### src/rtl/silent_div_arbiter.sv
// silent_div_arbiter: round-robin front end that lets NUM_REQ requesters share
// one fixed-latency divider. Each requester may have one operation in flight;
// a tag pipeline shadows the divider so the remainder is routed back to the
// requester that issued it. Zero divisors never reach the divider and are
// answered with RESP_ERR instead.
module silent_div_arbiter #(
  parameter int NUM_REQ     = 4,
  parameter int DIV_LATENCY = 68
) (
  input  logic                  CLK,
  input  logic                  RST_N,
  input  logic [NUM_REQ-1:0]    REQ_VALID,
  output logic [NUM_REQ-1:0]    REQ_READY,
  input  logic [64*NUM_REQ-1:0] REQ_DIVIDEND,
  input  logic [16*NUM_REQ-1:0] REQ_DIVISOR,
  output logic [63:0]           DIV_DIVIDEND,
  output logic [15:0]           DIV_DIVISOR,
  output logic                  DIV_VALID,
  input  logic [15:0]           DIV_REM,
  output logic [NUM_REQ-1:0]    RESP_VALID,
  output logic [15:0]           RESP_REM,
  output logic                  RESP_ERR
);

  localparam int IDX_W = (NUM_REQ > 1) ? $clog2(NUM_REQ) : 1;

  // Per-requester operand views of the flat input buses.
  logic [63:0] req_dvd [NUM_REQ];
  logic [15:0] req_dvs [NUM_REQ];

  genvar gi;
  generate
    for (gi = 0; gi < NUM_REQ; gi++) begin : g_slice
      assign req_dvd[gi] = REQ_DIVIDEND[64*gi +: 64];
      assign req_dvs[gi] = REQ_DIVISOR[16*gi +: 16];
    end
  endgenerate

  // Arbitration state.
  logic [NUM_REQ-1:0] busy_reg;
  logic [NUM_REQ-1:0] busy_next;
  logic [NUM_REQ-1:0] eligible;
  logic [NUM_REQ-1:0] grant_vec;
  logic [IDX_W-1:0]   last_grant_reg;
  logic [IDX_W-1:0]   grant_idx;
  logic [IDX_W-1:0]   cand_idx;
  logic               grant_found;
  logic               accept;
  logic               grant_err;

  // Issue stage: tag travelling with the operands presented to the divider.
  logic               issue_valid_reg;
  logic               issue_err_reg;
  logic [IDX_W-1:0]   issue_idx_reg;

  // Tag pipeline, one stage per divider latency cycle.
  logic [DIV_LATENCY-1:0] pipe_valid_reg;
  logic [DIV_LATENCY-1:0] pipe_err_reg;
  logic [IDX_W-1:0]       pipe_idx_reg [DIV_LATENCY];

  logic               tail_valid;
  logic               tail_err;
  logic [IDX_W-1:0]   tail_idx;

  // Round-robin search starting just after the last granted requester. A
  // requester whose response is being delivered this cycle is already free.
  always_comb begin
    eligible    = REQ_VALID & (~busy_reg | RESP_VALID);
    grant_vec   = '0;
    grant_idx   = '0;
    grant_found = 1'b0;
    cand_idx    = '0;
    for (int k = 1; k <= NUM_REQ; k++) begin
      cand_idx = IDX_W'((int'(last_grant_reg) + k) % NUM_REQ);
      if (!grant_found && eligible[cand_idx]) begin
        grant_found = 1'b1;
        grant_idx   = cand_idx;
      end
    end
    // Ready is combinational, so hold it low explicitly while in reset.
    if (grant_found && RST_N) begin
      grant_vec[grant_idx] = 1'b1;
    end
  end

  assign REQ_READY = grant_vec;
  assign accept    = |grant_vec;
  assign grant_err = (req_dvs[grant_idx] == 16'd0);
  assign busy_next = (busy_reg & ~RESP_VALID) | grant_vec;

  // Capture operands and tag on accept; zero divisors bypass the divider.
  always_ff @(posedge CLK or negedge RST_N) begin
    if (!RST_N) begin
      last_grant_reg  <= IDX_W'(NUM_REQ - 1);
      busy_reg        <= '0;
      DIV_VALID       <= 1'b0;
      DIV_DIVIDEND    <= '0;
      DIV_DIVISOR     <= '0;
      issue_valid_reg <= 1'b0;
      issue_err_reg   <= 1'b0;
      issue_idx_reg   <= '0;
    end else begin
      busy_reg        <= busy_next;
      DIV_VALID       <= accept && !grant_err;
      issue_valid_reg <= accept;
      issue_err_reg   <= accept && grant_err;
      issue_idx_reg   <= grant_idx;
      if (accept) begin
        last_grant_reg <= grant_idx;
        DIV_DIVIDEND   <= req_dvd[grant_idx];
        DIV_DIVISOR    <= req_dvs[grant_idx];
      end
    end
  end

  // Shift tags alongside the divider so the tail lines up with DIV_REM.
  always_ff @(posedge CLK or negedge RST_N) begin
    if (!RST_N) begin
      pipe_valid_reg <= '0;
      pipe_err_reg   <= '0;
      for (int s = 0; s < DIV_LATENCY; s++) begin
        pipe_idx_reg[s] <= '0;
      end
    end else begin
      pipe_valid_reg[0] <= issue_valid_reg;
      pipe_err_reg[0]   <= issue_err_reg;
      pipe_idx_reg[0]   <= issue_idx_reg;
      for (int s = 1; s < DIV_LATENCY; s++) begin
        pipe_valid_reg[s] <= pipe_valid_reg[s-1];
        pipe_err_reg[s]   <= pipe_err_reg[s-1];
        pipe_idx_reg[s]   <= pipe_idx_reg[s-1];
      end
    end
  end

  assign tail_valid = pipe_valid_reg[DIV_LATENCY-1];
  assign tail_err   = pipe_err_reg[DIV_LATENCY-1];
  assign tail_idx   = pipe_idx_reg[DIV_LATENCY-1];

  // Register the remainder and raise a one-cycle strobe for its owner.
  always_ff @(posedge CLK or negedge RST_N) begin
    if (!RST_N) begin
      RESP_VALID <= '0;
      RESP_REM   <= '0;
      RESP_ERR   <= 1'b0;
    end else begin
      RESP_VALID <= '0;
      RESP_REM   <= '0;
      RESP_ERR   <= 1'b0;
      if (tail_valid) begin
        RESP_VALID[tail_idx] <= 1'b1;
        RESP_REM             <= tail_err ? 16'd0 : DIV_REM;
        RESP_ERR             <= tail_err;
      end
    end
  end

endmodule

### config.mk
export PLATFORM = sky130hd
export DESIGN_NAME = silent_div_arbiter
export DESIGN_NICKNAME = d
export VERILOG_FILES = /design/src/rtl/silent_div_arbiter.sv
export SDC_FILE = /design/constraint.sdc
export NUM_CORES = 1
export LEC_CHECK = 0
export CAP_MARGIN = 5
export CORE_MARGIN = 1
export CORE_UTILIZATION = 45
export DETAILED_ROUTE_END_ITERATION = 10
export GPL_ROUTABILITY_DRIVEN = 0
export PLACE_DENSITY = 0.76
export SLEW_MARGIN = 5
export SYNTH_ARGS = -nofsm -noshare
export SYNTH_HDL_FRONTEND = slang
export SYNTH_SLANG_ARGS = --single-unit
### constraint.sdc
create_clock -name CLK -period 2.9 [get_ports CLK]
set_input_delay 0.58 -clock CLK [delete_from_list [all_inputs] [get_ports CLK]]
set_output_delay 0.58 -clock CLK [all_outputs]
set_load 0.01 [all_outputs]
==> impl_metrics.json <==
{
  "final_hold_viol_count": 0,
  "postSynthNetCount": 1475,
  "cts_tree": "yes",
  "setup.worst_path.start_class": "input pin",
  "tritoncts.num_buffers": 38,
  "numClockSinks": 384,
  "clock-skew-final_ns": 0.0143,
  "ys_warn_count": 0,
  "synthTopCellsByArea": "sky130_fd_sc_hd__dfrtp_1 (72%), sky130_fd_sc_hd__nand2_1 (11%), sky130_fd_sc_hd__o21ai_1 (3.8%)",
  "clockBufferDepth": 3,
  "share_of_the_yosys_chip_area_belonging_to_registers_pct": 72.0,
  "initial_core_util_pct": 46.1,
  "worstPathArrival_ns": 3.27,
  "achievable-frequency_mhz": 350,
  "share_of_the_clock_period_used_by_the_worst_path_pct": 98.6,
  "via_count": 9884,
  "overflow": 0,
  "postSynth.topFlopCell": "sky130_fd_sc_hd__dfrtp_1",
  "synth_cells": 1133,
  "timing.max_slew.rel_slack_pct": 49.5,
  "final_critical_path_setup_slack_ns": 0.0415,
  "power_density_nw_per_um2": 564,
  "status": "complete, no violations",
  "netlist.area_leader.share_pct": 71.6,
  "report.final.slew_viol_count": 0,
  "actual_transition_at_the_worst_max_transition_pin_ns": 0.757,
  "num-nets-final": 1948,
  "async_reset_ff_share_pct": 100,
  "criticalPathCategory": "input pin to flip-flop",
  "finalCriticalPeriod_ns": 2.86,
  "post_drt_wl_per_cell_um": 18.8,
  "static-leakage-power_nw": 9.68,
  "pre_cts_slack_ns": -0.420,
  "avgViaCountPerCell": 4.86,
  "grt_start_max_net_pins": 146,
  "hp-class": "flip-flop to flip-flop",
  "synth_top_cell_by_area": "sky130_fd_sc_hd__dfrtp_1",
  "largest_reg_flops": 134,
  "antenna_found_initial": 17,
  "grt_first_pass_wirelength_um": 59300,
  "crit_fanout": 10,
  "detail_route.wirelength_um": 38100,
  "clkTransAtPathRegs_ns": 0.06,
  "detail_route.iter0.violations": 549,
  "clkLatencyLatePin_ns": 0.52,
  "std_cell_rows": 62,
  "layout-drive-gt1-share_pct": 10.1,
  "synth_edf_count": 0,
  "fin_util_pct": 68.9,
  "drc": 0,
  "port-buffer-count": 447,
  "clock-root-buffer": "sky130_fd_sc_hd__clkbuf_16",
  "ys_seq_elements": 384,
  "required_ns": 3.31,
  "nFillCells": 2112,
  "synthToLayoutAreaGrowth_pct": 49.5,
  "critical_path.endpoint_type": "flip-flop",
  "detail_route.first_pass.iterations": 5,
  "globalRouteTotalUtil_pct": 25.8,
  "core_area_um2": 28900,
  "io_pins": 448,
  "ir_drop_mv": 0.444,
  "hpwlAfterDp_um": 26800,
  "postRouteAntennaNets": 0,
  "cts-htree-levels": 2,
  "post_syn_area_per_cell_um2": 11.8,
  "report.final.setup_viol": 0,
  "via_count_of_the_first_global_routing_pass": 10500,
  "drv_cap": 0,
  "rsz0062_at_grt": "true",
  "fp.dieW_um": 174,
  "netlist-cell-type-count": 37,
  "floorplan.die_area_um2": 30300,
  "chipHeight_um": 174,
  "synth.cell_area_um2": 13300
}
[cell usage after synthesis (all sizes together), types with 4 or more instances]
library cell,number
nand2b,4
dfrtp,382
mux4,16
inv,4
nand2,400
clkbuf,35
nor4,4
nor3,4
and2,19
nand3,65
mux2,16
buf,29
o21ai,132
[layout make-up]
type / count / area [µm²] / share of cell area (%)
flip-flops and latches: 384 / 9610 / 48.2
repair buffers: 497 / 4970 / 24.9
multi-input cells: 681 / 3480 / 17.5
clock buffers: 58 / 1200 / 6.00
well taps: 384 / 480 / 2.41
clock inverters: 11 / 151 / 0.759
diodes: 13 / 32.5 / 0.163
inverters: 4 / 20.0 / 0.100
[cell families (layout without fill, tap and decap cells)]
group / count (synthesis) / after routing / synth area share, %
and+or+nand+nor: 505 / 505 / 15.7
AOI/OAI and AO/OA: 144 / 144 / 5.73
muxes: 32 / 32 / 4.22
buffers and inverters: 68 / 570 / 2.28
other: 0 / 13 / 0
DFF: 384 / 384 / 72.0
[final timing paths]
path / from / end / slack (ns) / cells after the start
worst max-delay path: REQ_VALID[3] / DIV_VALID / 0.04 / 11
worst min-delay path: pipe_idx_reg[13] / pipe_idx_reg[11] / 0.34 / 0
min in group asynchronous: RST_N / pipe_idx_reg[132] / 0.47 / 2
worst min register to register: pipe_idx_reg[13] / pipe_idx_reg[11] / 0.34 / 0
max in group asynchronous: RST_N / DIV_DIVIDEND[40] / 0.81 / 4
worst max register to register: last_grant_reg[1] / DIV_VALID / 0.05 / 10
[routing by layer]
layer	routed length [µm]	global-route usage, %	share of wire (%)
met3	2550	6.34	6.7
met2	19600	43.3	51
met5	0	0	0
met4	1460	12.5	3.8
met1	14600	31.3	38
[critical path, cell delays in order]
cell and delay (ns):
sky130_fd_sc_hd__clkdlybuf4s50_1 0.45, sky130_fd_sc_hd__and2_4 0.20, sky130_fd_sc_hd__a32oi_2 0.22, sky130_fd_sc_hd__o2bb2ai_2 0.13
sky130_fd_sc_hd__a21oi_4 0.16, sky130_fd_sc_hd__buf_6 0.13, sky130_fd_sc_hd__buf_12 0.13, sky130_fd_sc_hd__mux4_1 0.59
sky130_fd_sc_hd__nor4_2 0.34, sky130_fd_sc_hd__nand2_1 0.14, sky130_fd_sc_hd__o21a_1 0.20
[power by group]
group	switching (mW)	internal, mW
logic	0.255	0.485
clock network	2.02	3.13
registers	0	5.36
[per-stage QoR]
| stage | power (mW) | hold slack (ns) | cell area (µm²) | cells | TNS, ns |
|---|---|---|---|---|---|
| floorplan | 5.58 | 0.284 | 13300 | 1133 | 0 |
| global placement | 6.19 | 0.333 | 18500 | 1943 | -2.96 |
| detailed placement | 6.19 | 0.335 | 18500 | 1943 | -9.57 |
| CTS | 11.4 | 0.344 | 19900 | 2018 | 0 |
| global route | 11.6 | 0.340 | 19900 | 2032 | -0.0453 |
| finish | 11.2 | 0.342 | 19900 | 2032 | 0 |
[cells in the final DEF, fill, tap and decap left out, types with 3 or more instances in the layout]
cell type	n
sky130_fd_sc_hd__bufinv_16	3
sky130_fd_sc_hd__nand2_1	400
sky130_fd_sc_hd__clkbuf_8	15
sky130_fd_sc_hd__clkbuf_16	39
sky130_fd_sc_hd__and2_1	18
sky130_fd_sc_hd__o31ai_1	3
sky130_fd_sc_hd__o21ai_0	30
sky130_fd_sc_hd__clkbuf_1	4
sky130_fd_sc_hd__buf_12	9
sky130_fd_sc_hd__clkdlybuf4s50_1	442
sky130_fd_sc_hd__clkinv_2	5
sky130_fd_sc_hd__o21ai_1	101
sky130_fd_sc_hd__dfrtp_1	381
sky130_fd_sc_hd__nand2b_4	3
sky130_fd_sc_hd__nor4_2	3
sky130_fd_sc_hd__mux4_1	6
sky130_fd_sc_hd__diode_2	13
sky130_fd_sc_hd__mux2_2	16
sky130_fd_sc_hd__mux4_2	10
sky130_fd_sc_hd__buf_4	38
sky130_fd_sc_hd__nand3_1	65
[timing repair]
item	4_1_cts	5_1_grt
setup endpoints to repair	4	6
resized for setup	11	16
hold buffers	1	0
pin swaps	2	2
endpoints found under the hold margin	13	0
buffers inserted	5	1
Power figures use the tool's default switching activity.
